===== src/rtl/axis_fifo_frame.sv =====
// Single-clock AXI4-Stream FIFO with per-beat tstrb storage and an optional
// store-and-forward (frame) mode that drops frames too large for the free space.
// The read side only ever sees committed entries, so in frame mode downstream
// never observes a partial packet. One registered output stage feeds m00.
module axis_fifo_frame #(
  parameter int unsigned C_AXIS_TDATA_WIDTH  = 32,
  parameter int unsigned ADDR_WIDTH          = 4,
  parameter bit          FRAME_FIFO          = 1'b1,
  parameter int unsigned ALMOST_FULL_THRESH  = 12,
  parameter int unsigned ALMOST_EMPTY_THRESH = 2
) (
  input  logic                            s00_axis_aclk,
  input  logic                            s00_axis_aresetn,
  input  logic [C_AXIS_TDATA_WIDTH-1:0]   s00_axis_tdata,
  input  logic [C_AXIS_TDATA_WIDTH/8-1:0] s00_axis_tstrb,
  input  logic                            s00_axis_tvalid,
  output logic                            s00_axis_tready,
  input  logic                            s00_axis_tlast,
  output logic [C_AXIS_TDATA_WIDTH-1:0]   m00_axis_tdata,
  output logic [C_AXIS_TDATA_WIDTH/8-1:0] m00_axis_tstrb,
  output logic                            m00_axis_tvalid,
  input  logic                            m00_axis_tready,
  output logic                            m00_axis_tlast,
  output logic [ADDR_WIDTH:0]             fifo_count,
  output logic                            almost_full,
  output logic                            almost_empty,
  output logic                            overflow,
  output logic                            good_frame
);

  localparam int unsigned StrbWidth = C_AXIS_TDATA_WIDTH / 8;
  localparam int unsigned Depth     = 2 ** ADDR_WIDTH;
  localparam int unsigned PtrWidth  = ADDR_WIDTH + 1;
  localparam int unsigned MemWidth  = 1 + StrbWidth + C_AXIS_TDATA_WIDTH;

  localparam logic [PtrWidth-1:0] DepthPtr   = PtrWidth'(Depth);
  localparam logic [PtrWidth-1:0] PtrOne     = PtrWidth'(1);
  localparam logic [PtrWidth-1:0] AfThresh   = PtrWidth'(ALMOST_FULL_THRESH);
  localparam logic [PtrWidth-1:0] AeThresh   = PtrWidth'(ALMOST_EMPTY_THRESH);

  // Storage: each entry is {tlast, tstrb, tdata}; contents are never reset.
  logic [MemWidth-1:0] mem_q [Depth];
  logic                mem_we;
  logic [MemWidth-1:0] mem_wdata;
  logic [MemWidth-1:0] mem_rdata;

  // Pointers carry one extra wrap bit so full and empty are distinguishable.
  logic [PtrWidth-1:0] wr_ptr_q, wr_ptr_d;
  logic [PtrWidth-1:0] wr_ptr_commit_q, wr_ptr_commit_d;
  logic [PtrWidth-1:0] rd_ptr_q, rd_ptr_d;
  logic                drop_q, drop_d;
  logic                overflow_q, overflow_d;
  logic                good_frame_q, good_frame_d;
  logic                in_ready_q;

  // Output register stage.
  logic                          out_valid_q, out_valid_d;
  logic [C_AXIS_TDATA_WIDTH-1:0] out_data_q, out_data_d;
  logic [StrbWidth-1:0]          out_strb_q, out_strb_d;
  logic                          out_last_q, out_last_d;

  logic                          rd_last;
  logic [StrbWidth-1:0]          rd_strb;
  logic [C_AXIS_TDATA_WIDTH-1:0] rd_data;

  logic full;
  logic empty;
  logic wr_fire;
  logic rd_load;

  assign full    = (wr_ptr_q - rd_ptr_q) == DepthPtr;
  assign empty   = (wr_ptr_commit_q == rd_ptr_q);
  assign wr_fire = s00_axis_tvalid & s00_axis_tready;
  assign rd_load = (~out_valid_q | m00_axis_tready) & ~empty;

  assign mem_wdata = {s00_axis_tlast, s00_axis_tstrb, s00_axis_tdata};
  assign mem_rdata = mem_q[rd_ptr_q[ADDR_WIDTH-1:0]];
  assign {rd_last, rd_strb, rd_data} = mem_rdata;

  // Input ready: frame mode never stalls the source; a beat that finds the
  // memory full aborts the frame instead. Held low until the first clock after reset.
  always_comb begin
    s00_axis_tready = 1'b0;
    if (FRAME_FIFO) begin
      s00_axis_tready = in_ready_q;
    end else begin
      s00_axis_tready = in_ready_q & ~full;
    end
  end

  // Write-side next state: pointer advance, commit, frame drop and status pulses.
  always_comb begin
    wr_ptr_d        = wr_ptr_q;
    wr_ptr_commit_d = wr_ptr_commit_q;
    drop_d          = drop_q;
    overflow_d      = 1'b0;
    good_frame_d    = 1'b0;
    mem_we          = 1'b0;
    if (wr_fire) begin
      if (!FRAME_FIFO) begin
        mem_we          = 1'b1;
        wr_ptr_d        = wr_ptr_q + PtrOne;
        wr_ptr_commit_d = wr_ptr_q + PtrOne;
        good_frame_d    = s00_axis_tlast;
      end else if (drop_q) begin
        // Swallow the rest of an aborted frame; its tlast ends the drop.
        if (s00_axis_tlast) begin
          drop_d     = 1'b0;
          overflow_d = 1'b1;
        end
      end else if (full) begin
        // Frame does not fit: throw away its partial beats and this one.
        wr_ptr_d = wr_ptr_commit_q;
        if (s00_axis_tlast) begin
          overflow_d = 1'b1;
        end else begin
          drop_d = 1'b1;
        end
      end else begin
        mem_we   = 1'b1;
        wr_ptr_d = wr_ptr_q + PtrOne;
        if (s00_axis_tlast) begin
          wr_ptr_commit_d = wr_ptr_q + PtrOne;
          good_frame_d    = 1'b1;
        end
      end
    end
  end

  // Read-side next state: refill the output register whenever it is free or draining.
  always_comb begin
    rd_ptr_d    = rd_ptr_q;
    out_valid_d = out_valid_q;
    out_data_d  = out_data_q;
    out_strb_d  = out_strb_q;
    out_last_d  = out_last_q;
    if (rd_load) begin
      rd_ptr_d    = rd_ptr_q + PtrOne;
      out_valid_d = 1'b1;
      out_data_d  = rd_data;
      out_strb_d  = rd_strb;
      out_last_d  = rd_last;
    end else if (m00_axis_tready) begin
      out_valid_d = 1'b0;
    end
  end

  // Memory write port (no reset on the array).
  always_ff @(posedge s00_axis_aclk) begin
    if (mem_we) begin
      mem_q[wr_ptr_q[ADDR_WIDTH-1:0]] <= mem_wdata;
    end
  end

  // Pointer, flag and output-stage registers.
  always_ff @(posedge s00_axis_aclk or negedge s00_axis_aresetn) begin
    if (!s00_axis_aresetn) begin
      wr_ptr_q        <= '0;
      wr_ptr_commit_q <= '0;
      rd_ptr_q        <= '0;
      drop_q          <= 1'b0;
      overflow_q      <= 1'b0;
      good_frame_q    <= 1'b0;
      in_ready_q      <= 1'b0;
      out_valid_q     <= 1'b0;
      out_data_q      <= '0;
      out_strb_q      <= '0;
      out_last_q      <= 1'b0;
    end else begin
      wr_ptr_q        <= wr_ptr_d;
      wr_ptr_commit_q <= wr_ptr_commit_d;
      rd_ptr_q        <= rd_ptr_d;
      drop_q          <= drop_d;
      overflow_q      <= overflow_d;
      good_frame_q    <= good_frame_d;
      in_ready_q      <= 1'b1;
      out_valid_q     <= out_valid_d;
      out_data_q      <= out_data_d;
      out_strb_q      <= out_strb_d;
      out_last_q      <= out_last_d;
    end
  end

  assign m00_axis_tvalid = out_valid_q;
  assign m00_axis_tdata  = out_data_q;
  assign m00_axis_tstrb  = out_strb_q;
  assign m00_axis_tlast  = out_last_q;

  // Occupancy counts committed entries still in memory, not the output register.
  assign fifo_count   = wr_ptr_commit_q - rd_ptr_q;
  assign almost_full  = (fifo_count >= AfThresh);
  assign almost_empty = (fifo_count <= AeThresh);
  assign overflow     = overflow_q;
  assign good_frame   = good_frame_q;

endmodule


===== config.mk =====
export PLATFORM = sky130hd
export DESIGN_NAME = axis_fifo_frame
export DESIGN_NICKNAME = d
export VERILOG_FILES = /design/src/rtl/axis_fifo_frame.sv
export SDC_FILE = /design/constraint.sdc
export NUM_CORES = 1
export LEC_CHECK = 0
export ABC_AREA = 1
export BUFFER_PORTS_ARGS = -buffer_cell sky130_fd_sc_hd__buf_2
export CORE_MARGIN = 2
export CORE_UTILIZATION = 50
export CTS_BUF_LIST = sky130_fd_sc_hd__clkbuf_4 sky130_fd_sc_hd__clkbuf_8
export DETAILED_ROUTE_END_ITERATION = 10
export MAX_ROUTING_LAYER = met4
export PLACE_DENSITY = 0.66
export SYNTH_ARGS = -nofsm -noshare
export SYNTH_HDL_FRONTEND = slang
export SYNTH_SLANG_ARGS = --single-unit

===== constraint.sdc =====
create_clock -name s00_axis_aclk -period 5.65 [get_ports s00_axis_aclk]
set_input_delay 1.13 -clock s00_axis_aclk [delete_from_list [all_inputs] [get_ports s00_axis_aclk]]
set_output_delay 1.13 -clock s00_axis_aclk [all_outputs]
set_load 0.1 [all_outputs]

==> impl_metrics.yaml <==
run_status:
  status: "finished clean"
floorplan:
  dieArea_sq_um: 56000
  core.rowCount: 85
  core-area_sq_um: 53600
  die_x_um: 237
  start_util_pct: 50.5
  die-height_um: 237
  ios: 89
clock_tree:
  clock_latency_ns: 0.73
  hold_buffers: 0
  path_clk_slew_ns: 0.06
  postCtsSetupBuffers: 0
  clockRootBuffer: "clkbuf_8"
  ctsHtreeMaxLevel: 3
  cts_tree: "yes"
  cts_resized: 0
  clk_path_buf_depth: 3
  cts_buffers: 104
  cts.sinks: 649
run:
  cap_viol_max_count: 0
global_routing:
  top_usage_layer: "met2"
  grt_use_met1_pct: 31.0
  grt_antenna_before_repair: 2
  met3_usage_pct: 4.43
  grt_max_degree: 156
  grt_pass1_wl_mm: 101
  grt_overflow: 0
  first_global_vias: 17600
  track_usage_pct: 24.2
  grtUsageMet2_pct: 39.0
finish:
  final_util_pct: 56.5
  finish.net_count: 2634
  area_growth_pct: 11.9
  nFillCells: 4534
  layout_commonest_cell: "nand2_1"
  final_area_sq_um: 30300
  layout_common_cells: "985 x nand2_1, 592 x edfxtp_1, 311 x nand3_1"
  drive_gt1_share_pct: 12.7
synthesis:
  synth_edf_count: 592
  synth_seq_cells: 649
  synth_cell_types: 25
  netlist_area_sq_um: 27000
  synth_cells: 2479
  synthFlopType: "edfxtp_1"
  synthArstFlopShare_pct: 8.78
  yosys_warnings: 0
  yosysSeqAreaShare_pct: 71.0
  syn_area_per_cell_sq_um: 10.9
  syn-num-nets: 2534
critical_path:
  cp.required_ns: 4.52
  cp-start-kind: "flop"
  worstPathArrival_ns: 3.19
  ff2ff_path_depth: 11
  cp-end-kind: "output port"
  path_max_fanout: 40
  worstSetupPathType: "flop to output port"
sta:
  rsz0062_at_grt: "false"
  setup_violations: 0
  worst_pin_slew_ns: 1.08
  post-route-period-util_pct: 76.5
  finalHoldViolations: 0
  finalSetupTns_ns: 0
  fin_crit_ns: 4.32
  clock-skew-final_ns: 0.0353
  fmaxAchievable_mhz: 231
  fin_hold_ws_ns: 0.486
  report.final.slew_viol_count: 0
  slew_headroom_pct: 27.8
drt:
  routed_wirelength_mm: 65.0
  wl_per_cell_um: 19.3
  drtIter0Drc: 1718
  vias: 17800
  antenna_left: 0
  routed_via_density: 5.30
  drc_errors: 0
  dr.pass1.iters: 5
power:
  cellPowerDensity_nw_per_um2: 548
  ir_drop_mv: 0.732
  leakagePower_nw: 12.3
place:
  io_buffers: 88
  gp_congestion: 0.837
  dpl.hpwl_mm: 35.6
  placed_cell_area_sq_um: 28100
min_path:
  min_delay_path_depth: 2
  hold_class: "flop to flop"
layout make-up:
type,count,area (sq um),share of cell area [%]
flip-flops and latches,649,19200,63.5
multi-input cells,1515,6510,21.5
repair buffers,122,761,2.51
clock inverters,21,169,0.558
clock buffers,172,2030,6.71
diodes,1,2.50,0.00827
well taps,696,871,2.88
inverters,187,713,2.36
worst max-delay path, cell delays in order, from the launching register on:
cell	delay, ns
dfrtp_1	0.41
inv_2	0.08
buf_4	0.51
ha_1	0.41
a21oi_1	0.19
nand2_1	0.08
xnor2_1	0.22
nand2_1	0.08
nor2_1	0.08
buf_2	0.42
per-layer routing:
layer | wire length (um) | up-vias
li1 | - | 8455
met2 | 31700 | 683
met4 | 1700 | 0
met1 | 27100 | 8555
met3 | 4500 | 129
met5 | 0 | -
cell usage after synthesis (2+ instances only):
| master | n | share of area, % |
|---|---|---|
| nand2_1 | 986 | 14 |
| inv_2 | 4 | 0.056 |
| ha_1 | 13 | 0.60 |
| buf_2 | 63 | 1.2 |
| o21ai_1 | 2 | 0.037 |
| clkbuf_1 | 30 | 0.42 |
| nor2_1 | 98 | 1.4 |
| nand4_1 | 10 | 0.23 |
| edfxtp_1 | 592 | 66 |
| nand3_1 | 311 | 5.8 |
| a21oi_1 | 77 | 1.4 |
| nor3_1 | 3 | 0.056 |
| buf_6 | 14 | 0.58 |
| buf_4 | 20 | 0.56 |
| dfrtp_1 | 57 | 5.3 |
| inv_1 | 182 | 2.5 |
| xor2_1 | 9 | 0.29 |
report_power, final:
part	leakage, nW	switching (mW)	internal [mW]
combinational	5.15	5.08	1.40
clock	1.18	1.87	2.36
sequential	6.00	0.219	5.66
through the flow:
| stage | power (mW) | worst slack, ns | std cells |
|---|---|---|---|
| 2_1_floorplan | 11.0 | 0.671 | 2479 |
| 3_3_place_gp | 12.4 | 1.80 | 3169 |
| 3_5_place_dp | 12.4 | 1.71 | 3169 |
| 4_1_cts | 16.7 | 1.30 | 3362 |
| 5_1_grt | 17.5 | 1.13 | 3363 |
| 6_report | 16.6 | 1.33 | 3363 |
kinds of logic (layout without fill, tap and decap cells):
group | after synthesis | after routing | synth area share [%]
flops | 649 | 649 | 71.0
xor+xnor | 10 | 10 | 0.324
buf+inv | 315 | 502 | 5.35
other cells | 1 | 2 | 0.0139
fa+ha+maj | 14 | 14 | 0.676
compound gates | 80 | 80 | 1.48
simple gates | 1410 | 1410 | 21.1
path summary, 6_finish.rpt:
| check | start | to | slack (ns) |
|---|---|---|---|
| min in group asynchronous | s00_axis_aresetn | s00_axis_tready$_DFF_PN0_ | 0.56 |
| min reg2reg | wr_ptr_commit_q[0]$_DFFE_PN0P_ | wr_ptr_commit_q[0]$_DFFE_PN0P_ | 0.49 |
| max in group asynchronous | s00_axis_aresetn | rd_ptr_q[1]$_DFFE_PN0P_ | 4.41 |
| max reg2reg | wr_ptr_q[3]$_DFFE_PN0P_ | mem_q[13][16]$_DFFE_PP_ | 2.16 |
| min | wr_ptr_commit_q[0]$_DFFE_PN0P_ | wr_ptr_commit_q[0]$_DFFE_PN0P_ | 0.49 |
| max | rd_ptr_q[3]$_DFFE_PN0P_ | almost_empty | 1.33 |
sequential cells by signal (all words and copies together) (netlist names), 4 cells and up:
name and count:
m00_axis_tdata 32, mem_q 592, wr_ptr_commit_q 5, wr_ptr_q 5, rd_ptr_q 5, m00_axis_tstrb 4
Power figures use the tool's default switching activity.
